<file path="src/rtl/h264_pkg.sv">
// Shared types and constants for the luma intra 4x4 sequencing logic.
// Holds the scheduler state encoding and the frame-size helpers.
package h264_pkg;

    typedef enum logic [2:0] {
        IDLE,
        INIT,
        FETCH,
        ISSUE,
        DRAIN,
        DONE
    } sched_state_e;

    localparam int          BLK_PER_MB    = 16;
    localparam logic [11:0] MAX_FRAME_DIM = 12'd1024;

    // Macroblocks needed to cover a pixel dimension; partial MBs round up.
    function automatic logic [6:0] mbs_for_dim(input logic [11:0] dim);
        return 7'(({1'b0, dim} + 13'd15) >> 4);
    endfunction

    function automatic logic dim_ok(input logic [11:0] dim);
        return (dim != 12'd0) && (dim <= MAX_FRAME_DIM);
    endfunction

    // Operands are widened first so the product keeps its low 11 bits.
    function automatic logic [10:0] mb_total(input logic [6:0] w, input logic [6:0] h);
        return 11'({4'b0, w} * {4'b0, h});
    endfunction

endpackage

</file>
<file path="src/rtl/intra_mb_scheduler_if.sv">
// Fetch-unit and intra-core handshakes seen by the MB scheduler.
// master = scheduler side, slave = fetch unit / intra core / CAVLC side.
interface intra_mb_scheduler_if #(
    parameter int MBW = 6
);
    logic           fetch_req;
    logic [MBW-1:0] fetch_mb_x;
    logic [MBW-1:0] fetch_mb_y;
    logic           fetch_ack;
    logic           fetch_valid_o;
    logic           intra_ready;
    logic           dctq_valid;
    logic           cavlc_cnt_ready;

    modport master (
        output fetch_req, fetch_mb_x, fetch_mb_y, fetch_valid_o,
        input  fetch_ack, intra_ready, dctq_valid, cavlc_cnt_ready
    );

    modport slave (
        input  fetch_req, fetch_mb_x, fetch_mb_y, fetch_valid_o,
        output fetch_ack, intra_ready, dctq_valid, cavlc_cnt_ready
    );
endinterface

</file>
<file path="src/rtl/mb_raster_counter.sv">
// Raster-order macroblock coordinate counter for one frame.
// Clears to (0,0) and advances x first, wrapping into y at mb_w.
module mb_raster_counter #(
    parameter int MBW = 6
) (
    input  logic           clk,
    input  logic           rst,
    input  logic           clr,
    input  logic           adv,
    input  logic [MBW:0]   mb_w,
    input  logic [MBW:0]   mb_h,
    output logic [MBW-1:0] mb_x,
    output logic [MBW-1:0] mb_y,
    output logic           last
);
    localparam int W = MBW + 1;

    logic [MBW-1:0] mb_x_q, mb_x_d;
    logic [MBW-1:0] mb_y_q, mb_y_d;
    logic [W-1:0]   x_inc;

    // NOTE: every signal assigned in always_comb gets a default first, so no path can infer a latch.
    always_comb begin
        mb_x_d = mb_x_q;
        mb_y_d = mb_y_q;
        x_inc  = {1'b0, mb_x_q} + W'(1);
        if (clr) begin
            mb_x_d = '0;
            mb_y_d = '0;
        end else if (adv) begin
            if (x_inc == mb_w) begin
                mb_x_d = '0;
                mb_y_d = mb_y_q + MBW'(1);
            end else begin
                mb_x_d = x_inc[MBW-1:0];
            end
        end
    end

    // NOTE: state flops use non-blocking assignments so all registers update together at the edge.
    always_ff @(posedge clk or negedge rst) begin
        if (!rst) begin
            mb_x_q <= '0;
            mb_y_q <= '0;
        end else begin
            mb_x_q <= mb_x_d;
            mb_y_q <= mb_y_d;
        end
    end

    assign mb_x = mb_x_q;
    assign mb_y = mb_y_q;
    assign last = ({1'b0, mb_x_q} == mb_w - W'(1)) && ({1'b0, mb_y_q} == mb_h - W'(1));

endmodule

</file>
<file path="src/rtl/intra_mb_scheduler.sv">
// Frame-level sequencer for the luma intra 4x4 path: fetches MBs in raster
// order, issues them to the intra core and retires them by counting 4x4 blocks.
module intra_mb_scheduler
    import h264_pkg::*;
#(
    parameter int BLK_PER_MB = h264_pkg::BLK_PER_MB,
    parameter int MBW        = 6
) (
    input  logic        clk,
    input  logic        rst,
    input  logic        start,
    input  logic [11:0] frame_width,
    input  logic [11:0] frame_height,
    output logic        h264_reset,
    output logic        busy,
    output logic        mb_done,
    output logic        frame_done,
    intra_mb_scheduler_if.master bus
);
    localparam int         W        = MBW + 1;
    localparam logic [3:0] BLK_LAST = 4'(BLK_PER_MB - 1);

    sched_state_e state_q, state_d;

    logic [W-1:0]   mb_w_q, mb_w_d;
    logic [W-1:0]   mb_h_q, mb_h_d;
    logic [10:0]    total_q, total_d;
    logic [3:0]     blk_cnt_q, blk_cnt_d;
    logic [10:0]    mb_retired_q, mb_retired_d;

    logic h264_reset_q, h264_reset_d;
    logic fetch_req_q, fetch_req_d;
    logic fetch_valid_q, fetch_valid_d;
    logic busy_q, busy_d;
    logic mb_done_q, mb_done_d;
    logic frame_done_q, frame_done_d;

    logic           start_ok;
    logic           blk_hs;
    logic           rc_clr, rc_adv, rc_last;
    logic [MBW-1:0] rc_x, rc_y;

    mb_raster_counter #(.MBW(MBW)) u_raster (
        .clk  (clk),
        .rst  (rst),
        .clr  (rc_clr),
        .adv  (rc_adv),
        .mb_w (mb_w_q),
        .mb_h (mb_h_q),
        .mb_x (rc_x),
        .mb_y (rc_y),
        .last (rc_last)
    );

    assign start_ok = start && dim_ok(frame_width) && dim_ok(frame_height);

    always_comb begin
        state_d = state_q;
        mb_w_d  = mb_w_q;
        mb_h_d  = mb_h_q;
        total_d = total_q;
        rc_clr  = 1'b0;
        rc_adv  = 1'b0;

        unique case (state_q)
            IDLE: begin
                if (start_ok) begin
                    mb_w_d  = W'(mbs_for_dim(frame_width));
                    mb_h_d  = W'(mbs_for_dim(frame_height));
                    total_d = mb_total(mbs_for_dim(frame_width), mbs_for_dim(frame_height));
                    state_d = INIT;
                end
            end
            INIT: begin
                rc_clr  = 1'b1;
                state_d = FETCH;
            end
            FETCH: begin
                if (fetch_req_q && bus.fetch_ack) state_d = ISSUE;
            end
            ISSUE: begin
                // The next fetch overlaps intra processing of the MB just accepted.
                if (fetch_valid_q && bus.intra_ready) begin
                    if (rc_last) begin
                        state_d = DRAIN;
                    end else begin
                        rc_adv  = 1'b1;
                        state_d = FETCH;
                    end
                end
            end
            DRAIN: begin
                if (mb_retired_q == total_q) state_d = DONE;
            end
            DONE:    state_d = IDLE;
            default: state_d = IDLE;
        endcase

        // Outputs are registered decodes of the state being entered.
        h264_reset_d  = (state_d == INIT);
        fetch_req_d   = (state_d == FETCH);
        fetch_valid_d = (state_d == ISSUE);
        busy_d        = (state_d != IDLE);
        frame_done_d  = (state_d == DONE);
    end

    // Retirement runs independently of the FSM; handshakes outside a frame are dropped.
    assign blk_hs = busy_q && bus.dctq_valid && bus.cavlc_cnt_ready;

    always_comb begin
        blk_cnt_d    = blk_cnt_q;
        mb_retired_d = mb_retired_q;
        mb_done_d    = 1'b0;
        if (state_q == INIT) begin
            blk_cnt_d    = '0;
            mb_retired_d = '0;
        end else if (blk_hs) begin
            if (blk_cnt_q == BLK_LAST) begin
                blk_cnt_d    = '0;
                mb_retired_d = mb_retired_q + 11'd1;
                mb_done_d    = 1'b1;
            end else begin
                blk_cnt_d = blk_cnt_q + 4'd1;
            end
        end
    end

    always_ff @(posedge clk or negedge rst) begin
        if (!rst) begin
            state_q       <= IDLE;
            mb_w_q        <= '0;
            mb_h_q        <= '0;
            total_q       <= '0;
            blk_cnt_q     <= '0;
            mb_retired_q  <= '0;
            h264_reset_q  <= 1'b0;
            fetch_req_q   <= 1'b0;
            fetch_valid_q <= 1'b0;
            busy_q        <= 1'b0;
            mb_done_q     <= 1'b0;
            frame_done_q  <= 1'b0;
        end else begin
            state_q       <= state_d;
            mb_w_q        <= mb_w_d;
            mb_h_q        <= mb_h_d;
            total_q       <= total_d;
            blk_cnt_q     <= blk_cnt_d;
            mb_retired_q  <= mb_retired_d;
            h264_reset_q  <= h264_reset_d;
            fetch_req_q   <= fetch_req_d;
            fetch_valid_q <= fetch_valid_d;
            busy_q        <= busy_d;
            mb_done_q     <= mb_done_d;
            frame_done_q  <= frame_done_d;
        end
    end

    assign h264_reset        = h264_reset_q;
    assign busy              = busy_q;
    assign mb_done           = mb_done_q;
    assign frame_done        = frame_done_q;
    assign bus.fetch_req     = fetch_req_q;
    assign bus.fetch_valid_o = fetch_valid_q;
    assign bus.fetch_mb_x    = rc_x;
    assign bus.fetch_mb_y    = rc_y;

endmodule

</file>
<file path="src/flat_wrapper.sv">
// flat-port wrapper written by rule: the top's interface ports become plain ports
module intra_mb_scheduler_flat import h264_pkg::*;
#(
    parameter int BLK_PER_MB = h264_pkg::BLK_PER_MB,
    parameter int MBW        = 6
)
  (clk, rst, start, frame_width, frame_height, h264_reset, busy, mb_done, frame_done, bus_fetch_req, bus_fetch_mb_x, bus_fetch_mb_y, bus_fetch_valid_o, bus_fetch_ack, bus_intra_ready, bus_dctq_valid, bus_cavlc_cnt_ready);
  intra_mb_scheduler_if #(.MBW(MBW)) bus_i ();
  input  logic clk;
  input  logic rst;
  input  logic start;
  input  logic [11:0] frame_width;
  input  logic [11:0] frame_height;
  output logic h264_reset;
  output logic busy;
  output logic mb_done;
  output logic frame_done;
  output wire logic [$bits(bus_i.fetch_req)-1:0] bus_fetch_req;
  output wire logic [$bits(bus_i.fetch_mb_x)-1:0] bus_fetch_mb_x;
  output wire logic [$bits(bus_i.fetch_mb_y)-1:0] bus_fetch_mb_y;
  output wire logic [$bits(bus_i.fetch_valid_o)-1:0] bus_fetch_valid_o;
  input wire logic [$bits(bus_i.fetch_ack)-1:0] bus_fetch_ack;
  input wire logic [$bits(bus_i.intra_ready)-1:0] bus_intra_ready;
  input wire logic [$bits(bus_i.dctq_valid)-1:0] bus_dctq_valid;
  input wire logic [$bits(bus_i.cavlc_cnt_ready)-1:0] bus_cavlc_cnt_ready;
  assign bus_fetch_req = bus_i.fetch_req;
  assign bus_fetch_mb_x = bus_i.fetch_mb_x;
  assign bus_fetch_mb_y = bus_i.fetch_mb_y;
  assign bus_fetch_valid_o = bus_i.fetch_valid_o;
  assign bus_i.fetch_ack = bus_fetch_ack;
  assign bus_i.intra_ready = bus_intra_ready;
  assign bus_i.dctq_valid = bus_dctq_valid;
  assign bus_i.cavlc_cnt_ready = bus_cavlc_cnt_ready;
  intra_mb_scheduler #(.BLK_PER_MB(BLK_PER_MB), .MBW(MBW)) u_core (.clk(clk), .rst(rst), .start(start), .frame_width(frame_width), .frame_height(frame_height), .h264_reset(h264_reset), .busy(busy), .mb_done(mb_done), .frame_done(frame_done), .bus(bus_i));
endmodule
</file>
<file path="config.mk">
export PLATFORM = sky130hd
export DESIGN_NAME = intra_mb_scheduler_flat
export DESIGN_NICKNAME = d
export VERILOG_FILES = /design/src/rtl/h264_pkg.sv /design/src/rtl/intra_mb_scheduler_if.sv /design/src/rtl/mb_raster_counter.sv /design/src/rtl/intra_mb_scheduler.sv /design/src/flat_wrapper.sv
export SDC_FILE = /design/constraint.sdc
export NUM_CORES = 1
export LEC_CHECK = 0
export ABC_CLOCK_PERIOD_IN_PS = 2900
export BUFFER_PORTS_ARGS = -buffer_cell sky130_fd_sc_hd__buf_4
export CAP_MARGIN = 20
export CORE_MARGIN = 4
export CORE_UTILIZATION = 42
export DETAILED_ROUTE_END_ITERATION = 10
export PLACE_DENSITY = 0.69
export SLEW_MARGIN = 20
export SYNTH_ARGS = -nofsm -noshare
export SYNTH_HDL_FRONTEND = slang
export SYNTH_HIERARCHICAL = 1
export SYNTH_SLANG_ARGS = --single-unit
</file>
<file path="constraint.sdc">
create_clock -name clk -period 2.9 [get_ports clk]
set_input_delay 0.29 -clock clk [delete_from_list [all_inputs] [get_ports clk]]
set_output_delay 0.29 -clock clk [all_outputs]
set_load 0.02 [all_outputs]
</file>
==> impl_metrics.tcl <==
set metrics [dict create \
    place_area_um2 6060 \
    violations "setup timing" \
    cp_slowest_cell "or4_1" \
    critical_path.top_delay_family "adder cells" \
    num_antenna_cells 0 \
    path_cells "buf_4 -> nand4_4 -> or4_1 -> and2_4 -> or2_2 -> fa_1 -> fa_1 -> inv_1 -> fa_1 -> inv_1 -> fa_1 -> inv_2 -> ha_4 -> buf_4 -> buf_6 -> a21oi_4 -> o21ai_2 -> xnor2_1 -> o21ai_1" \
    initial_core_util 0.432 \
    syn_area_um2 4950 \
    p_per_area_nw_per_um2 777 \
    insertion_delay_ps 330 \
    reg2reg_depth 13 \
    grt_setup_unrepaired "true" \
    viasPerCell 5.27 \
    overflow 0 \
    first_global_vias 4295 \
    pwr-share-seq 0.240 \
    groute.usage.overall 0.184 \
    clock_skew_ps 6.22 \
    drtPass1Iterations 4 \
    arrival_ps 4450 \
    whs_ps 10.9 \
    cpPeakStageDelay_ps 540 \
    drv_cap 0 \
    multi_input_area_um2 3570 \
    startpoint_type "input pin" \
    synth_nets 622 \
    coreArea_um2 11500 \
    crit_fanout 3 \
    ioPinCount 49 \
    ys.warnings.count 6 \
    die_w_um 117 \
    crit_cells 19 \
    path_common_cell "fa_1" \
    ys_types 65 \
    switching_share 0.378 \
    clkSlewWorstSetupHoldPaths_ps 50 \
    drc 0 \
    outcome "complete, but fails checks" \
    place.gp.congestion 0.897 \
    end_kind "register" \
    irDropWorstVdd_mv 0.476 \
    antenna_found_initial 0 \
    die_area_um2 13600 \
    p_int_uw 3230 \
    drt.antenna.violating_nets 0 \
    synth.avg_cell_area_um2 9.13 \
    wirelength_mm 11.9 \
    worstMarginPinSlew_ps 766 \
    power.switching_uw 1960 \
    drive_gt1_frac 0.322 \
    comb_power_share 0.541 \
    portBuffers 48 \
    clockBufferDepth 2 \
    cts.htree.levels 3 \
    cts_root_buf "clkbuf_16" \
    vias 4266 \
    die_h_um 117 \
    leakage_uw 0.00304 \
    p_total_uw 5180 \
    cts_tree "done" \
    clock_sinks 61 \
    fin_tns_setup_ps -8250 \
    critical_path_class "in -> reg" \
    syn2layout_area_growth_pct 34.7 \
    synth_async_sr_flop_share 1.00 \
    fin_util 0.582 \
    setup_viol 8 \
    hold_path.class "in -> async" \
    wl_per_cell_um 14.7 \
    finalCritPeriodShare 1.46 \
    num-fill-cells 963 \
    cp.required_ps 3110 \
    grt_pass1_wl_mm 20.0 \
    synth_flop_cell "dfrtp_1" \
    holdBufCountCts 0 \
    first_iter_violations 342 \
    hold_viol_final 0 \
    ff_latch_area_um2 1530 \
    p_clk_frac 0.219 \
    path_buf_inv 6 \
    ys_ff_latch 61 \
    final_area_um2 6670 \
    max_freq_mhz 236 \
    grt_max_degree 62 \
    std_cell_rows 39 \
    timing.final.ws_setup_ps -1340 \
    min_period_ps 4240 \
    numCtsBuffers 9 \
    seq_area_frac_synth 0.308 \
    slew-limit-headroom 0.489 \
    syn_inst 542 \
    slew_viol_final 0 \
    place_hpwl_mm 9.22 \
    final_nets 743 \
    synth_edf_count 0 \
]
## logic make-up (layout without fill, tap and decap cells)
logic type	Yosys count	after routing	synth area share
flip-flops	61	61	0.308
buffers and inverters	45	170	0.0379
AND/OR/NAND/NOR	235	235	0.244
adder cells (fa/ha/maj)	49	49	0.157
AO/OA/AOI/OAI	77	77	0.109
multiplexers	9	9	0.0197
XOR/XNOR	66	66	0.124
## layout make-up
class                      count  area share
inverter                      29      0.0163
timing repair buffer         126       0.145
clock inverter                 4      0.0109
sequential                    61       0.229
tap                          143      0.0268
multi-input combinational    436       0.535
clock buffer                  11      0.0364
## registers in the layout, indices dropped and copies added (netlist names)
| register | cells |
|---|---|
| u_core/busy | 1 |
| u_core/frame_done | 1 |
| u_core/mb_h_q | 7 |
| u_core/total_q | 11 |
| u_core/state_q | 3 |
| u_core/bus.fetch_valid_o | 1 |
| u_core/mb_retired_q | 11 |
| u_core/u_raster/mb_x | 6 |
| u_core/h264_reset | 1 |
| u_core/blk_cnt_q | 4 |
| u_core/u_raster/mb_y | 6 |
| u_core/mb_done | 1 |
| u_core/bus.fetch_req | 1 |
| u_core/mb_w_q | 7 |
## worst register-to-register path: cells and delay by family, from the launching register on
kind	cells	cell delay, ps
AO/OA/AOI/OAI	3	600
adder cells (fa/ha/maj)	1	180
buffers and inverters	4	510
flip-flops	1	380
multiplexers	1	260
AND/OR/NAND/NOR	4	710
## placed cells by master (no fill, tap or decap), types with 17 or more instances in the layout
master	count
ha_1	17
dfrtp_1	60
nand2_1	54
o21ai_0	27
buf_4	120
nor2_1	69
xor2_1	24
xnor2_1	29
inv_1	25
fa_1	22
## cell usage after synthesis, types with 2 or more instances
cell,count,area (um2)
fa_1,22,440
a2111oi_2,2,30.0
nand4_1,11,68.8
nor3_1,12,60.1
nor2_1,76,285
nor3b_2,2,25.0
o22ai_1,3,18.8
nand2b_1,5,31.3
xnor2_2,3,48.8
a21oi_1,15,75.1
or3_1,6,37.5
nand4b_1,2,17.5
mux2_2,2,22.5
inv_1,29,109
nand4_2,2,25.0
o21ai_0,33,165
nand2_1,54,203
nor4_1,6,37.5
and4b_1,2,20.0
and3_1,9,56.3
and2_1,2,12.5
o21a_1,2,15.0
mux2_1,4,45.0
nor2b_1,8,50.1
mux2i_1,3,30.0
buf_2,2,10.0
dfrtp_1,61,1530
or2_2,8,50.1
nor3b_1,4,30.0
xor2_1,28,245
nor4_4,2,42.5
a211o_1,2,17.5
xnor2_1,34,298
nand3_1,14,70.1
ha_1,27,338
clkbuf_1,11,41.3
o31ai_1,2,15.0
a21o_1,2,15.0
buf_6,2,22.5
nand3b_1,3,22.5
## per-layer routing
layer	routed length, um	track usage	part of all wire
met2	5850	0.307	0.49
met4	255	0.0642	0.021
met1	5270	0.239	0.44
met5	0	0	0
met3	552	0.0389	0.046
## power by group through the flow
| stage | clock network [uW] | registers (uW) | logic, uW |
|---|---|---|---|
| after floorplan | 0 | 1270 | 1600 |
| after global placement | 0 | 1240 | 2320 |
| after detailed placement | 0 | 1250 | 2400 |
| after CTS | 1160 | 1240 | 2550 |
| after global routing | 1200 | 1270 | 3090 |
| final | 1130 | 1240 | 2810 |
## per-stage QoR
step	std cells	setup slack, ps
floorplan	542	-1610
global placement	783	-1660
detailed placement	783	-1760
CTS	801	-1290
global route	810	-1530
finish	810	-1340
## worst paths after layout
path | startpoint | endpoint | slack [ps]
hold / removal | rst | u_core/blk_cnt_q[3] | 10
setup reg to reg | u_core/mb_w_q[1] | u_core/u_raster/mb_x[2] | 150
hold reg to reg | u_core/total_q[1] | u_core/total_q[1] | 490
setup / recovery | frame_height[5] | u_core/total_q[9] | -1340
min in group clk | bus_intra_ready | u_core/bus.fetch_valid_o | 320
max in group asynchronous | rst | u_core/mb_h_q[0] | 2310
## what timing repair did
item,CTS,global route
cloned,0,0
pin swaps,18,20
setup endpoints to repair,13,16
resized for setup,17,27
setup buffers,3,9
(Power assumes the default switching activity.)
